File: src/rtl/pipe_skid_reg.sv
// pipe_skid_reg: generic pipeline-stage register with a valid/ready handshake
// and a 2-entry skid buffer (main = head, skid = overflow slot).
// in_ready comes straight from a flop, so downstream backpressure never forms
// a combinational path back upstream. The ctrl and tag fields are gated by
// valid, so a bubble can never carry write enables or a destination tag.
// Optional feature: define PIPE_SKID_STALL_CNT_EN to add a saturating 16-bit
// stall_cnt output. It counts cycles where out_valid & !out_ready.
module pipe_skid_reg #(
  parameter int DATA_W = 64,
  parameter int CTRL_W = 2,
  parameter int TAG_W  = 5
) (
  input  logic              clk,
  input  logic              rst,
  input  logic              flush,
  input  logic              in_valid,
  output logic              in_ready,
  input  logic [CTRL_W-1:0] in_ctrl,
  input  logic [TAG_W-1:0]  in_tag,
  input  logic [DATA_W-1:0] in_data,
  output logic              out_valid,
  input  logic              out_ready,
  output logic [CTRL_W-1:0] out_ctrl,
  output logic [TAG_W-1:0]  out_tag,
  output logic [DATA_W-1:0] out_data
`ifdef PIPE_SKID_STALL_CNT_EN
  ,
  output logic [15:0]       stall_cnt
`endif
);

  // Registered state
  logic              main_v_r;
  logic              skid_v_r;
  logic              in_ready_r;
  logic [CTRL_W-1:0] main_ctrl_r;
  logic [TAG_W-1:0]  main_tag_r;
  logic [DATA_W-1:0] main_data_r;
  logic [CTRL_W-1:0] skid_ctrl_r;
  logic [TAG_W-1:0]  skid_tag_r;
  logic [DATA_W-1:0] skid_data_r;

  // Next-state values
  logic              main_v_s;
  logic              skid_v_s;
  logic [CTRL_W-1:0] main_ctrl_s;
  logic [TAG_W-1:0]  main_tag_s;
  logic [DATA_W-1:0] main_data_s;
  logic [CTRL_W-1:0] skid_ctrl_s;
  logic [TAG_W-1:0]  skid_tag_s;
  logic [DATA_W-1:0] skid_data_s;

  logic              in_fire_s;
  logic              out_fire_s;

  assign in_fire_s  = in_valid & in_ready_r;
  assign out_fire_s = main_v_r & out_ready;

  // Outputs come directly from the head register. ctrl and tag are gated by valid.
  assign in_ready  = in_ready_r;
  assign out_valid = main_v_r;
  assign out_ctrl  = main_ctrl_r & {CTRL_W{main_v_r}};
  assign out_tag   = main_tag_r & {TAG_W{main_v_r}};
  assign out_data  = main_data_r;

  // Next-state logic for the {main_v, skid_v} occupancy state and both entries.
  always_comb begin
    main_v_s    = main_v_r;
    skid_v_s    = skid_v_r;
    main_ctrl_s = main_ctrl_r;
    main_tag_s  = main_tag_r;
    main_data_s = main_data_r;
    skid_ctrl_s = skid_ctrl_r;
    skid_tag_s  = skid_tag_r;
    skid_data_s = skid_data_r;
    if (flush) begin
      // Squash everything, including any coincident input. Data is left as it was.
      main_v_s    = 1'b0;
      skid_v_s    = 1'b0;
      main_ctrl_s = {CTRL_W{1'b0}};
      main_tag_s  = {TAG_W{1'b0}};
      skid_ctrl_s = {CTRL_W{1'b0}};
      skid_tag_s  = {TAG_W{1'b0}};
    end else begin
      case ({main_v_r, skid_v_r})
        2'b00: begin
          if (in_fire_s) begin
            main_v_s    = 1'b1;
            main_ctrl_s = in_ctrl;
            main_tag_s  = in_tag;
            main_data_s = in_data;
          end else begin
            main_v_s = 1'b0;
          end
        end
        2'b10: begin
          if (in_fire_s && out_fire_s) begin
            main_ctrl_s = in_ctrl;
            main_tag_s  = in_tag;
            main_data_s = in_data;
          end else if (in_fire_s) begin
            skid_v_s    = 1'b1;
            skid_ctrl_s = in_ctrl;
            skid_tag_s  = in_tag;
            skid_data_s = in_data;
          end else if (out_fire_s) begin
            main_v_s    = 1'b0;
            main_ctrl_s = {CTRL_W{1'b0}};
            main_tag_s  = {TAG_W{1'b0}};
          end else begin
            main_v_s = 1'b1;
          end
        end
        2'b11: begin
          // in_ready is low here, so only the drain of the head can happen.
          if (out_fire_s) begin
            skid_v_s    = 1'b0;
            main_ctrl_s = skid_ctrl_r;
            main_tag_s  = skid_tag_r;
            main_data_s = skid_data_r;
            skid_ctrl_s = {CTRL_W{1'b0}};
            skid_tag_s  = {TAG_W{1'b0}};
          end else begin
            skid_v_s = 1'b1;
          end
        end
        default: begin
          // An orphan skid entry is unreachable, so recover to EMPTY.
          main_v_s    = 1'b0;
          skid_v_s    = 1'b0;
          main_ctrl_s = {CTRL_W{1'b0}};
          main_tag_s  = {TAG_W{1'b0}};
          skid_ctrl_s = {CTRL_W{1'b0}};
          skid_tag_s  = {TAG_W{1'b0}};
        end
      endcase
    end
  end

  // State and payload registers. in_ready is registered as the complement of the next skid_v.
  always_ff @(posedge clk or negedge rst) begin
    if (!rst) begin
      main_v_r    <= 1'b0;
      skid_v_r    <= 1'b0;
      in_ready_r  <= 1'b1;
      main_ctrl_r <= {CTRL_W{1'b0}};
      main_tag_r  <= {TAG_W{1'b0}};
      main_data_r <= {DATA_W{1'b0}};
      skid_ctrl_r <= {CTRL_W{1'b0}};
      skid_tag_r  <= {TAG_W{1'b0}};
      skid_data_r <= {DATA_W{1'b0}};
    end else begin
      main_v_r    <= main_v_s;
      skid_v_r    <= skid_v_s;
      in_ready_r  <= ~skid_v_s;
      main_ctrl_r <= main_ctrl_s;
      main_tag_r  <= main_tag_s;
      main_data_r <= main_data_s;
      skid_ctrl_r <= skid_ctrl_s;
      skid_tag_r  <= skid_tag_s;
      skid_data_r <= skid_data_s;
    end
  end

`ifdef PIPE_SKID_STALL_CNT_EN
  logic [15:0] stall_cnt_r;

  assign stall_cnt = stall_cnt_r;

  // Saturating count of cycles in which the head is stalled by downstream. Flush leaves it alone.
  always_ff @(posedge clk or negedge rst) begin
    if (!rst) begin
      stall_cnt_r <= 16'd0;
    end else if (main_v_r && !out_ready && (stall_cnt_r != 16'hFFFF)) begin
      stall_cnt_r <= stall_cnt_r + 16'd1;
    end else begin
      stall_cnt_r <= stall_cnt_r;
    end
  end
`endif

endmodule

File: config.mk
export PLATFORM = sky130hd
export DESIGN_NAME = pipe_skid_reg
export DESIGN_NICKNAME = d
export VERILOG_FILES = /design/src/rtl/pipe_skid_reg.sv
export SDC_FILE = /design/constraint.sdc
export NUM_CORES = 1
export LEC_CHECK = 0
export ABC_AREA = 0
export BUFFER_PORTS_ARGS = -buffer_cell sky130_fd_sc_hd__buf_2
export CAP_MARGIN = 10
export CORE_ASPECT_RATIO = 0.8
export CORE_MARGIN = 1
export CORE_UTILIZATION = 30
export DETAILED_ROUTE_END_ITERATION = 12
export PLACE_DENSITY = 0.55
export SYNTH_ARGS = -nofsm -noshare
export SYNTH_HDL_FRONTEND = slang
export SYNTH_SLANG_ARGS = --single-unit
File: constraint.sdc
create_clock -name clk -period 4.5 [get_ports clk]
set_input_delay 0.9 -clock clk [delete_from_list [all_inputs] [get_ports clk]]
set_output_delay 0.9 -clock clk [all_outputs]
set_load 0.03 [all_outputs]
Yosys cells after proc, flatten, opt, wreduce, memory -nomap -nowiden. Cells that the tools add are included.

Equality and inequality tests: 14. Bitwise gates (word level): 7. Mux-type cells: 34. Reduce and logical (&&, ||, !) cells: 8.

Operators with widths (number): 2-to-1 mux 64 bit (3); one-hot mux 64 bit (3 select lines) (1); 2-to-1 mux 5 bit (8); one-hot mux 5 bit (3 select lines) (2); 2-to-1 mux 2 bit (8); inequality test 3 bit (second input constant) (5); one-hot mux 2 bit (3 select lines) (2); AND reduction 4 bit (3); inequality test 2 bit (second input constant) (5); 2-to-1 mux 1 bit (8); inequality test 4 bit (second input constant) (2); one-hot mux 1 bit (3 select lines) (2); bitwise AND 5 bit (1); AND reduction 5 bit (1); equality test 2 bit (second input constant) (2); inverter 1 bit (3); AND reduction 3 bit (1); nonzero test 3 bit (1); bitwise AND 1 bit (2); bitwise AND 2 bit (1); zero test 2 bit (1); logical AND 1 bit (1).

Register bits after elaboration: 145. Input port bits: 76.

Longest topological paths before layout. Gate-level depths: netlist of run 1.

Depth in word-level cells: 6. Mapped depth: 6. Depth with buffers taken out: 3.

Worst setup path after synthesis of run 1. No wires, ideal clock.

Kind: input -> register. Start: input port out_ready. End: register skid_data_r[10]. Cell stages on the path: 5. Data arrival time: 2072 ps. Setup slack: 2303 ps. Required time: 4375 ps. Path through: nand2b_1 -> or4_4 -> buf_6 -> buf_12 -> mux2_4.

Cells in the longest elaborated chain, start to end: 4.

Ends and longest elaborated chain: start: declaration (RTL line 22) `input logic out_ready,`; bitwise AND 1 bit (RTL line 57) `assign out_fire_s = main_v_r & out_ready;`; logical AND 1 bit (RTL line 97) `if (in_fire_s && out_fire_s) begin`; inverter 1 bit (no source line); AND reduction 4 bit (no source line); end signal: assignment (RTL line 151) `skid_data_r <= {DATA_W{1'b0}};`; end signal: assignment (RTL line 161) `skid_data_r <= skid_data_s;`; end: declaration (RTL line 41) `logic [DATA_W-1:0] skid_data_r;`.

Every way passes these cells. A chain may end at the register's enable or synchronous reset.

Worst setup path in the final report of run 1.
Start: input port flush. End: register skid_data_r[28].

Cells in the longest elaborated chain, start to end: 2.

Ends and longest elaborated chain: start: declaration (RTL line 15) `input logic flush,`; inverter 1 bit (no source line); AND reduction 4 bit (no source line).

Every way passes these cells.

==> results.ini, run 1 <==
[cts]
clockBufferDepth = 2
insertion_delay_ns = 0.41
cts_resized = 0
htree_levels = 4
clkTransAtPathRegs_ns = 0.06
cts_hold_buffers = 0
cts.sinks = 145
ctsRootBufferMaster = clkbuf_16
cts_setup_buffers = 0
numCtsBuffers = 17
cts_tree = done

[critical_path]
ff2ff_path_depth = 4
crit_path_end_kind = flip-flop
critPathMaxFanout = 51
startpoint = flush
rrSetupSlack_ns = 1.80
reg2reg_from = out_valid$_DFFE_PN0P_
worstPathArrival_ns = 3.03
critPathKind = in -> reg
start_kind = input port
crit_end = skid_data_r[28]$_DFFE_PN0P_
r2r_end = skid_data_r[28]$_DFFE_PN0P_
required_ns = 4.79

[global_route]
grt-ovfl-total = 0
grt_pass1_wl_mm = 23.40
grt_max_degree = 113
antenna_found_initial = 0
track_usage_pct = 12.89
grt_pass1_vias = 4512

[place]
gp_congestion = 0.8424
numPlacedInstances = 867
dp_hpwl_mm = 9.522
portBuffers = 148

[routing]
via_count = 4119
drc = 0
ant_nets = 0
vias_per_cell = 4.582
drtIter0Drc = 131
firstDrtPassIters = 5
drt_wl_total_mm = 14.29
wl_per_cell_microns = 15.89

[timing]
setup_tns_ns = 0
slew_violations = 0
period_needed_ns = 2.740
hold_viol = 0
finalClockSkew_ns = 0.006197
setup_viol = 0
worst_pin_slew_ns = 1.016
period_share_pct = 60.90
rsz0062_at_grt = no
fmax_mhz = 364.9
relSlewSlack_pct = 32.26

[final_layout]
fillers = 2151
drive_above_1_share_pct = 63.11
fin_nets = 662
layout_common_cells = 147 x buf_2, 144 x dfrtp_1, 131 x mux2_2
num_antenna_cells = 0
final_common_cell = buf_2
area_delta_synth_final_pct = 22.78
fin_cells = 899

[die]
rows = 48
core_sq_mm = 0.02186
initial_core_util_pct = 31.08
dieHeight_microns = 136.6
die_area_sq_mm = 0.02326
ios = 149
die_x_microns = 170.3

[synthesis]
netlist_area_sq_mm = 0.006794
syn_inst = 446
ys_types = 30
async_flop_share_pct = 100.0
ys_seq_elements = 145
syn_nets = 522
synth-edff-count = 0
synth.avg_cell_area_sq_um = 15.23
yosys_most_used_dff = dfrtp_1
yosysWarningCount = 0
yosysSeqAreaShare_pct = 53.43

[flow_run]
maxCapViolCount = 0

[pwr]
leakage_nw = 3.921
powerDensity_mw_per_mm2 = 494.3
ir_drop_mv = 0.2076

[status]
outcome = finished, final reports clean

[min_path]
hold_path.class = reg -> reg
hp-start = out_data[17]$_DFFE_PN0P_

-- registers in the layout, indices dropped and copies added, names as in the netlist --
signal       count
in_ready         1
main_ctrl_r      2
main_tag_r       5
out_data        64
out_valid        1
skid_ctrl_r      2
skid_data_r     64
skid_tag_r       5
skid_v_r         1
-- through the flow --
step	hold WS [ns]	utilization [%]	power [W]	cell area (sq um)	setup WS, ns
global route	0.5112	38.16	0.004335	8342	1.581
global placement	0.4849	35.30	0.002633	7717	1.414
CTS	0.5036	38.16	0.004182	8342	1.763
floorplan	0.4736	-	0.002375	6794	2.303
detailed placement	0.4901	35.30	0.002663	7717	1.312
finish	0.5018	38.16	0.004123	8342	1.760
-- where the power goes --
group	internal [W]	switching (W)
Sequential	0.00158	0.000149
Combinational	0.000436	0.000467
Clock	0.000922	0.000566
Total	0.00294	0.00118
-- cell families (layout without fill, tap and decap cells) --
family / Yosys count / count (layout) / synth area share (%)
AND/OR/NAND/NOR: 29 / 29 / 2.965
multiplexers: 193 / 193 / 35.27
flip-flops: 145 / 145 / 53.43
buffers and inverters: 41 / 194 / 4.181
AO/OA/AOI/OAI: 38 / 38 / 4.162
-- synth_stat cells, drive strengths merged, types with 2 or more instances --
cell       n  area (sq um)
nor2       2         7.510
and2       9         56.31
clkbuf     9         33.78
o2111ai    7         61.31
a311oi     7         61.31
and4b      2         20.02
a22oi      6         45.04
o31ai      7         52.55
mux2i      2         20.02
mux2     191          2376
nand2b     2         12.51
dfrtp    144          3603
buf       22         212.7
a21oi      9         45.04
inv       10         37.54
nand3b     7         52.55
-- worst min-delay path by stage --
stage | endpoint | slack (ns) | depth (start not counted)
after global placement | out_data[27]$_DFFE_PN0P_ | 0.48 | 1
final | out_data[17]$_DFFE_PN0P_ | 0.50 | 1
after floorplan | skid_data_r[0]$_DFFE_PN0P_ | 0.47 | 1
after detailed placement | skid_data_r[61]$_DFFE_PN0P_ | 0.49 | 1
after global routing | out_data[39]$_DFFE_PN0P_ | 0.51 | 1
after CTS | out_data[17]$_DFFE_PN0P_ | 0.50 | 1
-- layer usage --
| metal | wire [microns] | track usage [%] | part of all wire (%) | vias up |
|---|---|---|---|---|
| met5 | 0 | 0 | 0 | - |
| met4 | 112 | 3.103 | 0.78 | 0 |
| met3 | 734 | 4.020 | 5.1 | 7 |
| met2 | 6515 | 20.01 | 46 | 128 |
| met1 | 6924 | 17.44 | 48 | 2084 |
| li1 | - | - | - | 1900 |
-- cell type report --
type                            count  area, sq um  share of cell area [%]
Clock buffer                       21        470.5                   5.640
Clock inverter                     11        153.9                   1.845
Inverter                           10        37.54                  0.4500
Multi-Input combinational cell    260         2898                   34.74
Sequential cell                   145         3630                   43.51
Tap cell                          300        375.4                   4.500
Timing Repair Buffer              152        777.0                   9.315
-- worst max-delay path, stage by stage --
cell and delay (ns):
buf_2 0.43, or4_4 0.92, buf_4 0.42, mux2_4 0.33
(Power assumes the default switching activity.)
==> run 2: changes to the inputs <==
- PLACE_DENSITY: 0.55 -> 0.57
- clock period: 4.5 -> 2.4 ns (I/O delays scaled with it)
==> results.ini, run 2 (same netlist as run 1, synthesis figures left out) <==
[critical_path]
ff2ff_path_depth = 5
path_cells = buf_4, and2_4, buf_4, mux2_2, mux2_2
start_kind = flip-flop
slowest_delay_ns = 0.47
required_ns = 2.70
worstPathArrival_ns = 2.30
startpoint = out_valid$_DFFE_PN0P_
critPathKind = reg -> reg
crit_path_end_kind = flip-flop
cpLargestDelayFamily = multiplexers
crit_cells = 5
slowest_stage = dfrtp_1
critPathMaxFanout = 28
crit_buf_inv = 2
reg2reg_from = out_valid$_DFFE_PN0P_

[routing]
ant_nets = 0
drt_wl_total_mm = 14.64
wl_per_cell_microns = 16.16
firstDrtPassIters = 4
drc = 0
drtIter0Drc = 151
vias_per_cell = 4.606
via_count = 4173

[place]
gp_congestion = 0.8157
portBuffers = 148
dp_hpwl_mm = 9.871

[global_route]
grt_max_degree = 65
antenna_found_initial = 0
track_usage_pct = 13.33
grt-ovfl-total = 0
grt_pass1_vias = 4492
grt_pass1_wl_mm = 23.67

[cts]
ctsRootBufferMaster = clkbuf_16
cts_tree = done
numCtsBuffers = 17
clkTransAtPathRegs_ns = 0.07
htree_levels = 4
cts_hold_buffers = 0
clockBufferDepth = 2
cts.sinks = 145
insertion_delay_ns = 0.41
cts_resized = 0
cts_setup_buffers = 0

[timing]
rsz0062_at_grt = no
fmax_mhz = 499.7
finalClockSkew_ns = 0.007639
holdWs_ns = 0.01480
period_share_pct = 83.38
setup_viol = 0
worst_pin_slew_ns = 0.5265
period_needed_ns = 2.001
hold_viol = 0
relSlewSlack_pct = 64.90
setup_tns_ns = 0
slew_violations = 0

[die]
dieHeight_microns = 136.6
initial_core_util_pct = 31.08
core_sq_mm = 0.02186
rows = 48
ios = 149
die_x_microns = 170.3
die_area_sq_mm = 0.02326

[final_layout]
drive_above_1_share_pct = 63.70
num_antenna_cells = 0
final_common_cell = buf_2
layout_common_cells = 147 x buf_2, 144 x dfrtp_1, 131 x mux2_2
fin_util_pct = 38.70
area_delta_synth_final_pct = 24.51
fin_nets = 669

[pwr]
powerDensity_mw_per_mm2 = 917.9
p_sw_w = 0.002250
ir_drop_mv = 0.4105
swShare_pct = 28.98
p_comb_share_pct = 22.1
p_int_w = 0.005515
seqPwrFrac_pct = 41.7
leakage_nw = 3.979
pwr-share-clk_pct = 36.2

[min_path]
hold_path.class = in -> async

[flow_run]
maxCapViolCount = 0

[status]
outcome = finished, final reports clean

-- run 2: final timing paths --
check / slack [ns] / to
max: 0.40 / out_data[45]$_DFFE_PN0P_
min: 0.01 / skid_data_r[63]$_DFFE_PN0P_
max reg2reg: 0.40 / out_data[45]$_DFFE_PN0P_
min reg2reg: 0.50 / out_data[19]$_DFFE_PN0P_
max in group asynchronous: 1.53 / out_data[43]$_DFFE_PN0P_
min in group clk: 0.30 / out_valid$_DFFE_PN0P_
-- run 2: final cells by class --
type	count	area [sq um]
inverter	10	37.54
fill	2101	13400
sequential	145	3630
clock buffer	19	452.9
clock inverter	13	173.9
tap	300	375.4
timing repair buffer	159	892.1
multi-input combinational	260	2898
-- run 2: worst reg2reg max path, stage by stage, from the launching register on --
cell     delay (ns)
dfrtp_1        0.47
buf_4          0.20
and2_4         0.16
buf_4          0.36
mux2_2         0.42
mux2_2         0.26
-- run 2: through the flow --
| step | setup WS, ns | total power, W | area [sq um] | cells |
|---|---|---|---|---|
| after floorplan | 0.4656 | 0.004453 | 6794 | 446 |
| after global placement | 0.4146 | 0.004950 | 7833 | 874 |
| after detailed placement | 0.3728 | 0.005012 | 7833 | 874 |
| after CTS | 0.3729 | 0.007889 | 8459 | 906 |
| after global routing | 0.2764 | 0.008157 | 8459 | 906 |
| final | 0.3988 | 0.007765 | 8459 | 906 |
-- run 2: metal layers --
layer  wire length, microns  global-route usage, %  up-vias
met5                      0                      0        -
met3                    597                  3.817       11
met4                    151                  4.605        0
li1                       -                      -     1921
met1                   6674                  16.49     2138
met2                   7219                  22.27      103
-- run 2: power groups by stage --
| stage | sequential, W | combinational (W) | clock [W] |
|---|---|---|---|
| finish | 0.00324 | 0.00172 | 0.00281 |
| global route | 0.00331 | 0.00183 | 0.00302 |
| CTS | 0.00324 | 0.00174 | 0.00290 |
| detailed placement | 0.00327 | 0.00174 | 0 |
| global placement | 0.00325 | 0.00170 | 0 |
| floorplan | 0.00366 | 0.000793 | 0 |
